## src/rtl/oflow_iou_match_scheduler.sv

```systemverilog
// ---------------------------------------------------------------------------
// oflow_iou_match_scheduler
//
// Purpose:
//   Initiator side of the IoU cost interface. For one current-frame bbox it
//   walks the first N valid entries of the history bbox buffer. For each
//   entry it reads the history bbox, hands the pair to the IoU calculator
//   (iou_start / valid_iou handshake), collects the returned cost (1 - IoU)
//   and keeps the lowest cost together with its history index.
//
// Ports:
//   clk, reset_N         clock; asynchronous active-high reset
//   start                one-cycle request, only honoured while idle
//   num_valid_hist       entries to scan, clamped to NUM_HIST
//   bbox_k, w_k, h_k     current bbox and its size, captured on start
//   hist_rd_en/addr      history buffer read port (data one cycle later)
//   hist_rd_bbox/w/h     history read data
//   iou_start            one-cycle start pulse to the IoU calculator
//   iou_bbox_k/_hist,
//   iou_w_k/h_k/w_hist/h_hist  registered operand pair for the calculator
//   valid_iou, iou       result strobe and cost from the calculator
//   busy, done           activity flag and one-cycle completion pulse
//   match_found,
//   best_idx, best_cost  scan result, held until the next accepted start
//   timeout_err          sticky: some entry got no answer in time
// ---------------------------------------------------------------------------
module oflow_iou_match_scheduler #(
   parameter int NUM_HIST = 16,
   parameter int COORD_W  = 11,
   parameter int IOU_LEN  = 12,
   parameter int IDX_W    = $clog2(NUM_HIST),
   parameter int TIMEOUT  = 31
) (
   input  logic                   clk,
   input  logic                   reset_N,
   input  logic                   start,
   input  logic [IDX_W:0]         num_valid_hist,
   input  logic [4*COORD_W-1:0]   bbox_k,
   input  logic [COORD_W-1:0]     w_k,
   input  logic [COORD_W-1:0]     h_k,
   output logic                   hist_rd_en,
   output logic [IDX_W-1:0]       hist_rd_addr,
   input  logic [4*COORD_W-1:0]   hist_rd_bbox,
   input  logic [COORD_W-1:0]     hist_rd_w,
   input  logic [COORD_W-1:0]     hist_rd_h,
   output logic                   iou_start,
   output logic [4*COORD_W-1:0]   iou_bbox_k,
   output logic [4*COORD_W-1:0]   iou_bbox_hist,
   output logic [COORD_W-1:0]     iou_w_k,
   output logic [COORD_W-1:0]     iou_h_k,
   output logic [COORD_W-1:0]     iou_w_hist,
   output logic [COORD_W-1:0]     iou_h_hist,
   input  logic                   valid_iou,
   input  logic [IOU_LEN-1:0]     iou,
   output logic                   busy,
   output logic                   done,
   output logic                   match_found,
   output logic [IDX_W-1:0]       best_idx,
   output logic [IOU_LEN-1:0]     best_cost,
   output logic                   timeout_err
);

   localparam int BB_W  = 4*COORD_W;
   localparam int CNT_W = $clog2(TIMEOUT+1);
   localparam logic [IDX_W:0]   N_MAX   = (IDX_W+1)'(NUM_HIST);
   localparam logic [CNT_W-1:0] CNT_MAX = CNT_W'(TIMEOUT);

   typedef enum logic [2:0] {
      IDLE, FETCH, LOAD, ISSUE, WAIT, COMPARE, DONE
   } state_t;

   state_t               state_q, state_d;
   logic [IDX_W-1:0]     idx_q, idx_d;
   logic [IDX_W:0]       n_q, n_d;
   logic [BB_W-1:0]      bbox_k_q, bbox_k_d;
   logic [COORD_W-1:0]   w_k_q, w_k_d;
   logic [COORD_W-1:0]   h_k_q, h_k_d;
   logic [BB_W-1:0]      bbox_hist_q, bbox_hist_d;
   logic [COORD_W-1:0]   w_hist_q, w_hist_d;
   logic [COORD_W-1:0]   h_hist_q, h_hist_d;
   logic [CNT_W-1:0]     cnt_q, cnt_d;
   logic [IOU_LEN-1:0]   iou_val_q, iou_val_d;
   logic                 skip_q, skip_d;
   logic [IOU_LEN-1:0]   best_cost_q, best_cost_d;
   logic [IDX_W-1:0]     best_idx_q, best_idx_d;
   logic                 match_found_q, match_found_d;
   logic                 timeout_err_q, timeout_err_d;

   logic [IDX_W:0]       n_clamp;
   logic [IDX_W:0]       idx_plus1;

   assign n_clamp   = (num_valid_hist > N_MAX) ? N_MAX : num_valid_hist;
   assign idx_plus1 = {1'b0, idx_q} + (IDX_W+1)'(1);

   always_comb begin
      state_d       = state_q;
      idx_d         = idx_q;
      n_d           = n_q;
      bbox_k_d      = bbox_k_q;
      w_k_d         = w_k_q;
      h_k_d         = h_k_q;
      bbox_hist_d   = bbox_hist_q;
      w_hist_d      = w_hist_q;
      h_hist_d      = h_hist_q;
      cnt_d         = cnt_q;
      iou_val_d     = iou_val_q;
      skip_d        = skip_q;
      best_cost_d   = best_cost_q;
      best_idx_d    = best_idx_q;
      match_found_d = match_found_q;
      timeout_err_d = timeout_err_q;

      case (state_q)
         IDLE: begin
            if (start) begin
               bbox_k_d      = bbox_k;
               w_k_d         = w_k;
               h_k_d         = h_k;
               n_d           = n_clamp;
               idx_d         = '0;
               best_cost_d   = '1;
               best_idx_d    = '0;
               match_found_d = 1'b0;
               timeout_err_d = 1'b0;
               state_d       = (n_clamp != '0) ? FETCH : DONE;
            end
         end
         FETCH: state_d = LOAD;
         LOAD: begin
            // Read data arrives the cycle after the strobe; these registers
            // are the calculator operands and stay put until the next LOAD.
            bbox_hist_d = hist_rd_bbox;
            w_hist_d    = hist_rd_w;
            h_hist_d    = hist_rd_h;
            state_d     = ISSUE;
         end
         ISSUE: begin
            cnt_d   = '0;
            skip_d  = 1'b0;
            state_d = WAIT;
         end
         WAIT: begin
            // A result arriving on the last allowed cycle still counts.
            if (valid_iou) begin
               iou_val_d = iou;
               state_d   = COMPARE;
            end else if (cnt_q == CNT_MAX) begin
               timeout_err_d = 1'b1;
               skip_d        = 1'b1;
               state_d       = COMPARE;
            end else begin
               cnt_d = cnt_q + CNT_W'(1);
            end
         end
         COMPARE: begin
            // Strict less-than so that ties keep the earliest index.
            if (!skip_q && (iou_val_q < best_cost_q)) begin
               best_cost_d   = iou_val_q;
               best_idx_d    = idx_q;
               match_found_d = 1'b1;
            end
            // idx only advances when another entry follows, so the read
            // address always stays below the clamped count.
            if (idx_plus1 < n_q) begin
               idx_d   = idx_q + IDX_W'(1);
               state_d = FETCH;
            end else begin
               state_d = DONE;
            end
         end
         DONE: state_d = IDLE;
         default: state_d = IDLE;
      endcase
   end

   always_ff @(posedge clk or posedge reset_N) begin
      if (reset_N) begin
         state_q       <= IDLE;
         idx_q         <= '0;
         n_q           <= '0;
         bbox_k_q      <= '0;
         w_k_q         <= '0;
         h_k_q         <= '0;
         bbox_hist_q   <= '0;
         w_hist_q      <= '0;
         h_hist_q      <= '0;
         cnt_q         <= '0;
         iou_val_q     <= '0;
         skip_q        <= 1'b0;
         best_cost_q   <= '1;
         best_idx_q    <= '0;
         match_found_q <= 1'b0;
         timeout_err_q <= 1'b0;
      end else begin
         state_q       <= state_d;
         idx_q         <= idx_d;
         n_q           <= n_d;
         bbox_k_q      <= bbox_k_d;
         w_k_q         <= w_k_d;
         h_k_q         <= h_k_d;
         bbox_hist_q   <= bbox_hist_d;
         w_hist_q      <= w_hist_d;
         h_hist_q      <= h_hist_d;
         cnt_q         <= cnt_d;
         iou_val_q     <= iou_val_d;
         skip_q        <= skip_d;
         best_cost_q   <= best_cost_d;
         best_idx_q    <= best_idx_d;
         match_found_q <= match_found_d;
         timeout_err_q <= timeout_err_d;
      end
   end

   // Control strobes decode straight from the state register.
   assign busy          = (state_q != IDLE);
   assign done          = (state_q == DONE);
   assign hist_rd_en    = (state_q == FETCH);
   assign iou_start     = (state_q == ISSUE);
   assign hist_rd_addr  = idx_q;

   // The current-bbox operands come from the copy captured on start.
   assign iou_bbox_k    = bbox_k_q;
   assign iou_w_k       = w_k_q;
   assign iou_h_k       = h_k_q;
   assign iou_bbox_hist = bbox_hist_q;
   assign iou_w_hist    = w_hist_q;
   assign iou_h_hist    = h_hist_q;

   assign match_found   = match_found_q;
   assign best_idx      = best_idx_q;
   assign best_cost     = best_cost_q;
   assign timeout_err   = timeout_err_q;

endmodule

```

## config.mk

```make
export PLATFORM = sky130hd
export DESIGN_NAME = oflow_iou_match_scheduler
export DESIGN_NICKNAME = d
export VERILOG_FILES = /design/src/rtl/oflow_iou_match_scheduler.sv
export SDC_FILE = /design/constraint.sdc
export NUM_CORES = 1
export LEC_CHECK = 0
export ABC_AREA = 0
export BUFFER_PORTS_ARGS = -buffer_cell sky130_fd_sc_hd__buf_2
export CAP_MARGIN = 20
export CORE_MARGIN = 2
export CORE_UTILIZATION = 35
export DETAILED_ROUTE_END_ITERATION = 10
export GPL_TIMING_DRIVEN = 1
export PLACE_DENSITY_LB_ADDON = 0.1
export SLEW_MARGIN = 10
export SYNTH_ARGS = -nofsm -noshare
export SYNTH_HDL_FRONTEND = slang
export SYNTH_SLANG_ARGS = --single-unit
```

## constraint.sdc

```tcl
create_clock -name clk -period 10.5 [get_ports clk]
set_input_delay 0.525 -clock clk [delete_from_list [all_inputs] [get_ports clk]]
set_output_delay 0.525 -clock clk [all_outputs]
set_load 0.005 [all_outputs]
```

# == Word level (Yosys, flattened, before mapping) ==
# Index checks and enable logic that the tools add are counted.
# Widths: inputs -> output; s select.
# op_classes
addsub,3
mul,0
div,0
magnitude_cmp,3
eq_ne,14
n_shift,0
muxes,25
bitwise_logic,0
n_reduce_logical,16
# ops
operator,count
$mux 12,2
$pmux 12 s2,1
$pmux 3 s6,1
$pmux 4 s2,2
$mux 3,5
$mux 5,3
$lt 12x12->1,1
$mux 4,3
$ne 2x2->1 const B,6
$reduce_and 3->1,4
$pmux 5 s2,1
$eq 3x3->1 const B,3
$eq 3x2->1 const B,2
$pmux 1 s2,3
$reduce_and 2->1,3
$reduce_bool 2->1,3
$add 4x1->5 const B,1
$add 5x1->5 const B,1
$eq 5x5->1 const B,1
$gt 5x5->1 const B,1
$lt 5x5->1,1
$reduce_bool 5->1,1
$add 4x1->4 const B,1
$mux 1,4
other kinds (7),7
# word_totals
register_bits,180
latchBits,0
ramBits,0
mem_bits_ro,0
input_bits,153
output_inout_bits,158
elab_cells,77
memories,0

# == Longest topological paths before layout ==
# Gate-level depths: netlist of the first run.
# logic_depth
ltp_word,6
depth_mapped,9

# == Worst setup path before layout of the first run ==
# Ideal clock, no wire load.
# synth_timing
kind,register -> register
start,"reg idx_q[0], in the netlist hist_rd_addr[0]"
end,"reg idx_q[2], in the netlist hist_rd_addr[2]"
setup_time_ns,0.126
arrival_ns,2.002
required_ns,10.374
path_slack_ns,8.372
path_stages_with_launch,8
path_buffers,0
synth_period_minus_slack_ns,2.128
path_cell_list,dfrtp_1 > ha_1 > ha_1 > a21boi_1 > o21ai_1 > a211oi_1 > nor3_2 > a311o_1
# synth_via
elab_chain_cells,4
elab_cells_between_ends,7
# synth_rtl
element,line,source
"start, declared",73,"logic [IDX_W-1:0] idx_q, idx_d;"
"start signal, assigned",196,idx_q <= idx_d;
$add 4x1->5,93,"assign idx_plus1 = {1'b0, idx_q} + (IDX_W+1)'(1);"
$lt 5x5->1,164,if (idx_plus1 < n_q) begin
$ne 2x2->1 (no line),--,
$reduce_and 3->1 (no line),--,
# Several ways; a longest one is shown, not always the timed one. The select of a mux whose other input is x is not followed.
# A chain may end at the register's enable or synchronous reset.

# == Worst setup path in the final report of the first run ==
# layout_timing
start,"reg best_cost_q[6], in the netlist best_cost[6]"
end,"reg best_idx_q[2], in the netlist best_idx[2]"
# layout_via
elab_chain_cells,4
# layout_rtl
element,line,source
"start, declared",84,"logic [IOU_LEN-1:0] best_cost_q, best_cost_d;"
"start signal, assigned",207,best_cost_q <= best_cost_d;
$lt 12x12->1,157,if (!skip_q && (iou_val_q < best_cost_q)) begin
$logic_and 1x1->1,157,
$ne 2x2->1 (no line),--,
$reduce_and 3->1 (no line),--,
"end signal, assigned",208,best_idx_q <= best_idx_d;
"end, declared",85,"logic [IDX_W-1:0] best_idx_q, best_idx_d;"
# No other way between the ends.

==> results.toml, run 1 <==
[grt]
grt_max_degree = 112
grtUsageMet2_pct = 26.35
grtUsageMet1_pct = 20.80
grt-ovfl-total = 0
grtUsageMet3_pct = 5.091
grt_use_total_pct = 16.28
busiest_layer = "met2"
grt_pass1_wl_um = 28570
grt_pass1_vias = 5388
antenna_found_initial = 0

[synth]
synth_seq_area_share_pct = 60.42
synth_top_area_cell = "dfrtp_1"
synth_seq_cells = 180
synth_area_leaders = "dfrtp_1 (56%), mux2_1 (12%), nand2_1 (11%)"
ys_types = 46
synth_area_sq_um = 7480
synth_cells = 667
ys_warn_count = 0
synth.avg_cell_area_sq_um = 11.21
syn_nets = 838
synth_top_cell_area_share_pct = 56.21

[sta]
finalSetupViolations = 0
hold_viol = 0
fin_worst_skew_ns = 0.01249
slew_viol_final = 0
worst_pin_slew_ns = 1.064
clock.fmax_mhz = 341.8
finalWorstSetupSlack_ns = 7.574
fin_setup_tns_ns = 0
finalCriticalPeriod_ns = 2.926
period_share_pct = 27.86
relSlewSlack_pct = 29.04
rsz0062_at_grt = "no"

[finish]
post-route-cell-area_sq_um = 9877
nNetsFinal = 1138
drive_gt1_share_pct = 37.86
antennaDiodeCount = 0
syn2layout_area_growth_pct = 32.05

[cts]
numCtsBuffers = 17
cts_hold_buffers = 0
path_clk_slew_ns = 0.07
h-tree-depth = 4
cts.sinks = 180
ctsRootBufferMaster = "clkbuf_16"
cts_resized = 0
cts_buffer_depth = 2
post_cts_buffers = 0
tritoncts = "built"
clkLatencyLatePin_ns = 0.43

[flow_run]
drv_cap = 0

[setup_path]
timing.rr.start = "best_cost[6]$_DFFE_PP1P_"
crit_path_end = "best_idx[2]$_DFFE_PP0P_"
crit_path_max_fanout = 17
max_stage_delay_ns = 0.83
endpoint_kind = "flip-flop"
worstPathRequired_ns = 10.84
critPathArrivalTime_ns = 3.26
r2r_end = "best_idx[2]$_DFFE_PP0P_"
startpoint_type = "flip-flop"
reg2reg_slack_ns = 7.57
crit_type = "flip-flop to flip-flop"
setup.worst_path.start = "best_cost[6]$_DFFE_PP1P_"
crit_slowest_cell = "a21oi_1"
cp_cell_sequence = "inv_1 > ha_1 > a21o_1 > a21oi_1 > a21oi_1 > a21o_1 > mux2i_1"
reg2reg_depth = 7

[hold_path]
hold_path.class = "input pin to async pin"

[power_and_ir_drop]
p_leak_uw = 0.005301
ir_worst_vdd_mv = 0.1130
p_per_area_nw_per_um2 = 289.9
power_frac_clock_pct = 22.7
p_seq_share_pct = 41.4
internal-power_uw = 1866
p_sw_uw = 997.9
p_sw_share_pct = 34.85
p_comb_share_pct = 35.9

[floorplanning]
die_y_um = 150.2
ios = 311
fp.dieW_um = 150.2
fp-row-count = 53
core-area_sq_um = 21020
start_util_pct = 35.58
dieArea_sq_um = 22560

[routing]
drtIter0Drc = 199
drc = 0
ant_nets = 0
finalWirelength_um = 18690
drt_pre_antenna_iters = 4
num_vias = 5585
avgRoutedWirePerCell_um = 14.90
route.detailed.vias_per_inst = 4.450

[placement]
place.gp.congestion = 0.7397
io_buffers = 310
hpwl_um = 13380
placed_area_sq_um = 9244
place_ws_ns = 7.597

[status]
status = "complete, no violations"
[Yosys cell counts (all sizes together)]
| library cell | count |
|---|---|
| ha | 18 |
| and3b | 1 |
| mux2 | 79 |
| xnor2 | 1 |
| a31oi | 11 |
| o21a | 2 |
| a21o | 4 |
| and3 | 2 |
| a21oi | 7 |
| dfrtp | 168 |
| nand2b | 1 |
| nor3b | 4 |
| inv | 28 |
| xor2 | 3 |
| nor3 | 3 |
| or3 | 1 |
| and2 | 4 |
| clkbuf | 8 |
| nand4b | 1 |
| o211ai | 1 |
| dfstp | 12 |
| a2111oi | 1 |
| a211oi | 13 |
| a311o | 1 |
| a221oi | 1 |
| nand4 | 2 |
| nand2 | 219 |
| nand3b | 5 |
| mux2i | 6 |
| or4 | 1 |
| o311ai | 1 |
| a31o | 1 |
| o21ai | 10 |
| buf | 26 |
| a21boi | 1 |
| nand3 | 5 |
| nor2 | 14 |
| or2 | 1 |
[state kept, by name (all words and copies together), names as in the netlist, 5 cells and up]
signal         flops
iou_h_k           11
iou_val_q         12
n_q                5
iou_h_hist        11
iou_bbox_hist     44
iou_w_k           11
iou_bbox_k        44
cnt_q              5
best_cost         12
iou_w_hist        11
[power by group through the flow]
stage | combinational, uW | clock, uW | sequential [uW]
floorplan | 575 | 0 | 1210
global placement | 1050 | 0 | 1190
detailed placement | 1060 | 0 | 1200
CTS | 1060 | 674 | 1190
global route | 1180 | 707 | 1230
finish | 1030 | 651 | 1190
[area by class of cell]
cell class / instances / area, sq um
sequential: 180 / 4519
timing repair buffer: 315 / 1609
inverter: 28 / 110.1
tap: 275 / 344.1
clock buffer: 19 / 452.9
multi-input combinational: 425 / 2689
clock inverter: 13 / 152.6
fill: 2034 / 11140
[metal layers]
layer  wire [um]  part of all wire (%)  vias to the layer above
li1            -                     -                     2810
met1        8101                    43                     2567
met2        8747                    47                      190
met3        1550                   8.3                       18
met4         295                   1.6                        0
met5           0                     0                        -
[cells by family (layout without fill, tap and decap cells)]
logic type,count (synthesis),count (layout),share of synthesized area (%)
and+or+nand+nor,264,264,14.62
DFF,180,180,60.42
muxes,85,85,12.70
buffers and inverters,62,375,3.697
AOI/OAI and AO/OA,54,54,5.085
adders and majority gates,18,18,3.011
xor gates and xnor gates,4,4,0.4685
[cells in the final DEF (no fill, tap or decap), types with 5 or more instances in the layout]
cell	instances
nand3b_1	5
inv_1	25
nand2_1	218
a21oi_1	7
nand3_1	5
o21ai_1	7
nor2_1	14
mux2i_1	6
dfrtp_1	168
buf_2	310
ha_1	18
a31oi_1	11
clkbuf_16	17
dfstp_2	12
a211oi_1	13
mux2_1	78
inv_6	5
[metrics by stage]
step / hold slack, ns / std cells / total power (uW) / utilization (%)
final: 0.1302 / 1255 / 2864 / 46.99
after CTS: 0.2572 / 1254 / 2921 / 46.85
after global placement: 0.4537 / 1222 / 2245 / 43.97
after detailed placement: 0.4566 / 1222 / 2257 / 43.97
after global routing: 0.1529 / 1255 / 3112 / 46.99
after floorplan: 0.4389 / 667 / 1787 / -
[worst max-delay path, delay by kind of cell (launching register included)]
| kind | cells | cell delay (ns) |
|---|---|---|
| AO/OA/AOI/OAI | 4 | 1.73 |
| flip-flops | 1 | 0.53 |
| adder cells (fa/ha/maj) | 1 | 0.29 |
| multiplexers | 1 | 0.25 |
| buffers and inverters | 1 | 0.05 |
[worst min path at each step]
stage	slack, ns	depth (start not counted)	end	start
floorplan	0.44	2	n_q[0]$_DFFE_PP0P_	n_q[0]$_DFFE_PP0P_
global placement	0.45	2	iou_bbox_k[42]$_DFFE_PP0P_	iou_bbox_k[42]$_DFFE_PP0P_
detailed placement	0.46	2	iou_h_k[8]$_DFFE_PP0P_	iou_h_k[8]$_DFFE_PP0P_
CTS	0.26	3	iou_bbox_k[43]$_DFFE_PP0P_	bbox_k[43]
global route	0.15	2	iou_bbox_hist[16]$_DFFE_PP0N_	reset_N
finish	0.13	2	iou_bbox_hist[7]$_DFFE_PP0N_	reset_N
Note: power is estimated with default switching activity, not from simulation.
==> run 2: changes to the inputs <==
==> constraint.sdc (replaced) <==
create_clock -name clk -period 2.56 [get_ports clk]
set_input_delay 0.128 -clock clk [delete_from_list [all_inputs] [get_ports clk]]
set_output_delay 0.128 -clock clk [all_outputs]
set_load 0.005 [all_outputs]
==> run 2 against run 1 <==
Effect of this change: wire length grew 13%; combinational power grew to 4.4 times the previous value; largest cell class unchanged; die area unchanged.
==> results.toml, run 2 (synthesis results as in run 1) <==
[cts]
tritoncts = "built"
cts.sinks = 180
numCtsBuffers = 17
h-tree-depth = 4
ctsRootBufferMaster = "clkbuf_16"
path_clk_slew_ns = 0.07
cts_buffer_depth = 2
clkLatencyLatePin_ns = 0.42

[sta]
rsz0062_at_grt = "no"
period_share_pct = 89.70
finalCriticalPeriod_ns = 2.296
hold_viol = 0
clock.fmax_mhz = 435.5
finalWorstSetupSlack_ns = 0.2637
finalSetupViolations = 0
fin_worst_skew_ns = 0.01239
worst_pin_slew_ns = 0.7108
fin_setup_tns_ns = 0
slew_viol_final = 0
relSlewSlack_pct = 52.61

[finish]
layout_commonest_cell = "buf_2"
syn2layout_area_growth_pct = 55.07
fin_util_pct = 55.18
nNetsFinal = 1300
final_cells = 1415
drive_gt1_share_pct = 33.33
multi_input_area_sq_um = 2689
final_cell_mix = "buf_2 (310), nand2_1 (218), dfrtp_1 (168)"
register_area_sq_um = 4519
nFillCells = 1858
antennaDiodeCount = 0

[placement]
place.gp.congestion = 0.7701
dpl.cell_count = 1234
hpwl_um = 14440
place_ws_ns = 0.2510
io_buffers = 310

[floorplanning]
core-area_sq_um = 21020
fp-row-count = 53
start_util_pct = 35.58
dieArea_sq_um = 22560
ios = 311
die_y_um = 150.2
fp.dieW_um = 150.2

[power_and_ir_drop]
p_comb_share_pct = 36.3
power_frac_clock_pct = 24.6
p_seq_share_pct = 39.0
p_leak_uw = 0.006027
p_sw_share_pct = 33.09
finalPower_uw = 12540
p_per_area_nw_per_um2 = 1081
ir_worst_vdd_mv = 0.4664
p_sw_uw = 4149
internal-power_uw = 8391

[grt]
grt_use_total_pct = 18.90
antenna_found_initial = 0
grt_max_degree = 64
grt_pass1_vias = 6476
grt_pass1_wl_um = 33530
grt-ovfl-total = 0

[setup_path]
crit_path_max_fanout = 7
crit_type = "flip-flop to flip-flop"
timing.rr.start = "hist_rd_addr[0]$_DFFE_PP0P_"
worstPathRequired_ns = 2.86
startpoint_type = "flip-flop"
crit_path_end = "hist_rd_addr[3]$_DFFE_PP0P_"
reg2reg_depth = 7
reg2reg_slack_ns = 0.26
endpoint_kind = "flip-flop"
critPathArrivalTime_ns = 2.60
r2r_end = "hist_rd_addr[3]$_DFFE_PP0P_"
setup.worst_path.start = "hist_rd_addr[0]$_DFFE_PP0P_"

[status]
status = "complete, no violations"

[routing]
ant_nets = 0
num_vias = 6308
avgRoutedWirePerCell_um = 14.89
drt_pre_antenna_iters = 4
drc = 0
route.detailed.vias_per_inst = 4.458
finalWirelength_um = 21080
drtIter0Drc = 179

[flow_run]
drv_cap = 0

[hold_path]
hold_path.class = "input pin to flip-flop"
==> run 2: cell types whose count changed in the layout (fill, tap and decap cells not counted) <==
cell,previous run,this run
bufinv_16,1,7
buf_12,0,5
inv_8,4,2
buf_4,4,11
clkinvlp_4,0,2
buf_16,1,0
inv_6,5,3
clkinv_8,1,0
clkbuf_8,2,0
dlygate4sd3_1,0,151
clkinv_4,3,0
==> run 2: worst min-delay path by stage <==
stage | slack [ns] | from | end | cells after the start
3_5_place_dp | 0.14 | reset_N | iou_bbox_hist[7]$_DFFE_PP0N_ | 2
2_1_floorplan | 0.23 | bbox_k[0] | iou_bbox_k[0]$_DFFE_PP0P_ | 2
3_3_place_gp | 0.14 | reset_N | iou_bbox_hist[7]$_DFFE_PP0N_ | 2
5_1_grt | 0.09 | valid_iou | cnt_q[0]$_DFFE_PP0P_ | 4
6_report | 0.05 | valid_iou | cnt_q[0]$_DFFE_PP0P_ | 4
4_1_cts | 0.03 | valid_iou | cnt_q[0]$_DFFE_PP0P_ | 4
==> run 2: repair_timing <==
| item | 4_1_cts | 5_1_grt |
|---|---|---|
| endpoints found under the hold margin | 158 | 0 |
| hold buffers | 151 | 0 |
| buffers inserted | 0 | 0 |
| gates resized for setup | 0 | 0 |
==> run 2: worst max-delay path, cell delays in order (launching register included) <==
cell and delay [ns]:
dfrtp_1 0.45, ha_1 0.34, ha_1 0.26, a21boi_1 0.13, o21ai_1 0.13, a211oi_1 0.12, nor3_2 0.37, mux2_2 0.38
==> run 2: layer usage <==
layer | GRT usage, % | vias to the layer above | routed length [um]
li1 | - | 3131 | -
met1 | 23.71 | 2935 | 9070
met2 | 31.42 | 210 | 10080
met3 | 5.121 | 32 | 1442
met4 | 6.792 | 0 | 483
met5 | 0 | - | 0
==> run 2: power by group through the flow <==
stage | Sequential, uW | Clock, uW | Combinational [uW]
final | 4890 | 3090 | 4560
after global routing | 5080 | 3300 | 5170
after CTS | 4890 | 3180 | 4660
after detailed placement | 4930 | 0 | 4470
after global placement | 4890 | 0 | 4430
after floorplan | 4970 | 0 | 2360
==> run 2: cell type report <==
type | instances | share of cell area [%]
multi-input combinational | 425 | 23.18
clock buffer | 17 | 3.668
clock inverter | 13 | 2.298
timing repair buffer | 477 | 27.98
tap | 275 | 2.967
sequential | 180 | 38.96
inverter | 28 | 0.9385
==> run 2: per-stage QoR <==
step,hold WS (ns),cell area (sq um)
2_1_floorplan,0.2334,7483
5_1_grt,0.09404,11600
3_5_place_dp,0.1402,9395
4_1_cts,0.03255,11600
6_report,0.05143,11600
3_3_place_gp,0.1371,9395
==> run 3: changes to the inputs <==
--- a/config.mk
+++ b/config.mk
@@ -8,7 +8,7 @@
 export ABC_AREA = 0
 export BUFFER_PORTS_ARGS = -buffer_cell sky130_fd_sc_hd__buf_2
 export CAP_MARGIN = 20
-export CORE_MARGIN = 2
+export CORE_MARGIN = 8
 export CORE_UTILIZATION = 35
 export DETAILED_ROUTE_END_ITERATION = 10
 export GPL_TIMING_DRIVEN = 1
==> run 3 against run 2 <==
Effect of this change: critical endpoint unchanged; setup slack worse by 0.0029 ns; register-to-register slack is essentially flat; clock-buffer cell count up 2; critical path depth unchanged; fmax decreased by 0.13%; sequential power is essentially flat; flip-flop and latch count did not move; die area up 17%; highest routed layer unchanged; via count is 0.49% lower; cell area down 1.7%; utilization fell by 0.94 points; combinational power increased by 1%; largest power group unchanged.
==> results.toml, run 3 (synthesis results as in run 1) <==
[sta]
finalCriticalPeriod_ns = 2.299
clock.fmax_mhz = 434.9
relSlewSlack_pct = 41.41
period_share_pct = 89.81
finalSetupViolations = 0
hold_viol = 0
slew_viol_final = 0
fin_worst_skew_ns = 0.01446
rsz0062_at_grt = "no"
worst_pin_slew_ns = 0.8788
fin_setup_tns_ns = 0

[setup_path]
max_stage_delay_ns = 0.45
endpoint_kind = "flip-flop"
crit_slowest_cell = "dfrtp_1"
startpoint_type = "flip-flop"
cp_cell_sequence = "ha_1 > ha_1 > a21boi_1 > o21ai_1 > a211oi_1 > nor3_2 > mux2_2"
critPathArrivalTime_ns = 2.60
cpMostUsedCell = "ha_1"
path_buf_inv = 0
crit_path_max_fanout = 7
worstPathRequired_ns = 2.86
crit_type = "flip-flop to flip-flop"
cp_top_family = "adder cells"

[routing]
avgRoutedWirePerCell_um = 16.42
drt_pre_antenna_iters = 4
finalWirelength_um = 23180
route.detailed.vias_per_inst = 4.445
num_vias = 6277
ant_nets = 0
drc = 0
drtIter0Drc = 335

[flow_run]
drv_cap = 0

[floorplanning]
ios = 311
start_util_pct = 35.58
fp.dieW_um = 162.2
core-area_sq_um = 21020
die_y_um = 162.2
fp-row-count = 53
dieArea_sq_um = 26300

[cts]
ctsRootBufferMaster = "clkbuf_16"
numCtsBuffers = 17
post_cts_buffers = 0
cts_resized = 0
cts_buffer_depth = 2
cts_hold_buffers = 150
clkLatencyLatePin_ns = 0.42
cts.sinks = 180
path_clk_slew_ns = 0.07
h-tree-depth = 4
tritoncts = "built"

[grt]
grt_use_total_pct = 17.56
grt_pass1_vias = 6770
grt_pass1_wl_um = 36890
antenna_found_initial = 0
grt_max_degree = 109
grt-ovfl-total = 0

[placement]
io_buffers = 310
hpwl_um = 16120
placed_area_sq_um = 9340
place.gp.congestion = 0.7606

[finish]
drive_gt1_share_pct = 33.16
post-route-cell-area_sq_um = 11400
nFillCells = 1832
multi_input_area_sq_um = 2689
syn2layout_area_growth_pct = 52.43
antennaDiodeCount = 0
final_cell_mix = "buf_2 (310), nand2_1 (218), dfrtp_1 (168)"
nNetsFinal = 1295
layout_commonest_cell = "buf_2"
register_area_sq_um = 4519

[power_and_ir_drop]
p_per_area_nw_per_um2 = 1053
ir_worst_vdd_mv = 0.5302
p_leak_uw = 0.005930

[hold_path]
hold_path.class = "input pin to flip-flop"

[status]
status = "complete, no violations"
run 3: cell types whose count changed in the layout (fill, tap and decap cells not counted), sizes merged, moves of 2 or more:
cell | before | now
clkbuf | 17 | 19
inv | 32 | 34
bufinv | 7 | 0
clkinv | 0 | 3
clkinvlp | 2 | 4
buf | 326 | 322
run 3: layer usage:
metal / track usage [%] / up-vias / wire (um)
met5: 0 / - / 0
met4: 4.503 / 0 / 238
met3: 5.619 / 15 / 1799
met2: 29.90 / 223 / 11200
met1: 21.08 / 2918 / 9946
li1: - / 3121 / -
run 3: layout make-up:
cell class                 instances  share of cell area (%)
sequential                       180                   39.64
timing repair buffer             472                   27.90
multi-input combinational        425                   23.58
clock buffer                      19                   3.885
tap                              275                   3.018
clock inverter                    13                   1.021
inverter                          28                  0.9548
run 3: worst reg2reg max path, stage by stage (launching register included):
cell,delay [ns]
dfrtp_1,0.45
ha_1,0.34
ha_1,0.27
a21boi_1,0.12
o21ai_1,0.13
a211oi_1,0.12
nor3_2,0.37
mux2_2,0.39
run 3: path summary, 6_finish.rpt:
path	endpoint	cells after the start	startpoint	slack (ns)
setup / recovery	hist_rd_addr[3]$_DFFE_PP0P_	7	hist_rd_addr[0]$_DFFE_PP0P_	0.26
hold / removal	cnt_q[0]$_DFFE_PP0P_	4	valid_iou	0.03
setup reg to reg	hist_rd_addr[3]$_DFFE_PP0P_	7	hist_rd_addr[0]$_DFFE_PP0P_	0.26
hold reg to reg	iou_h_k[2]$_DFFE_PP0P_	2	iou_h_k[2]$_DFFE_PP0P_	0.47
max in group asynchronous	iou_w_hist[2]$_DFFE_PP0N_	4	reset_N	1.37
min in group asynchronous	iou_bbox_k[42]$_DFFE_PP0P_	4	reset_N	0.47
run 3: stage by stage:
| step | instances | total power (uW) | hold slack [ns] | worst slack, ns | util [%] |
|---|---|---|---|---|---|
| 3_5_place_dp | 1230 | 9461 | 0.3207 | 0.2610 | 44.43 |
| 3_3_place_gp | 1230 | 9388 | 0.3158 | 0.2977 | 44.43 |
| 4_1_cts | 1412 | 12200 | 0.007279 | 0.2540 | 54.23 |
| 2_1_floorplan | 667 | 7331 | 0.2334 | 0.1332 | - |
| 6_report | 1412 | 12010 | 0.02940 | 0.2608 | 54.23 |
| 5_1_grt | 1412 | 12970 | 0.05582 | 0.09455 | 54.23 |
run 3: where the power goes:
part           leakage (uW)  switching, uW  total (uW)  internal [uW]
clock              0.000268           1190        2500           1310
sequential          0.00220            694        4900           4200
combinational       0.00347           2380        4610           2230
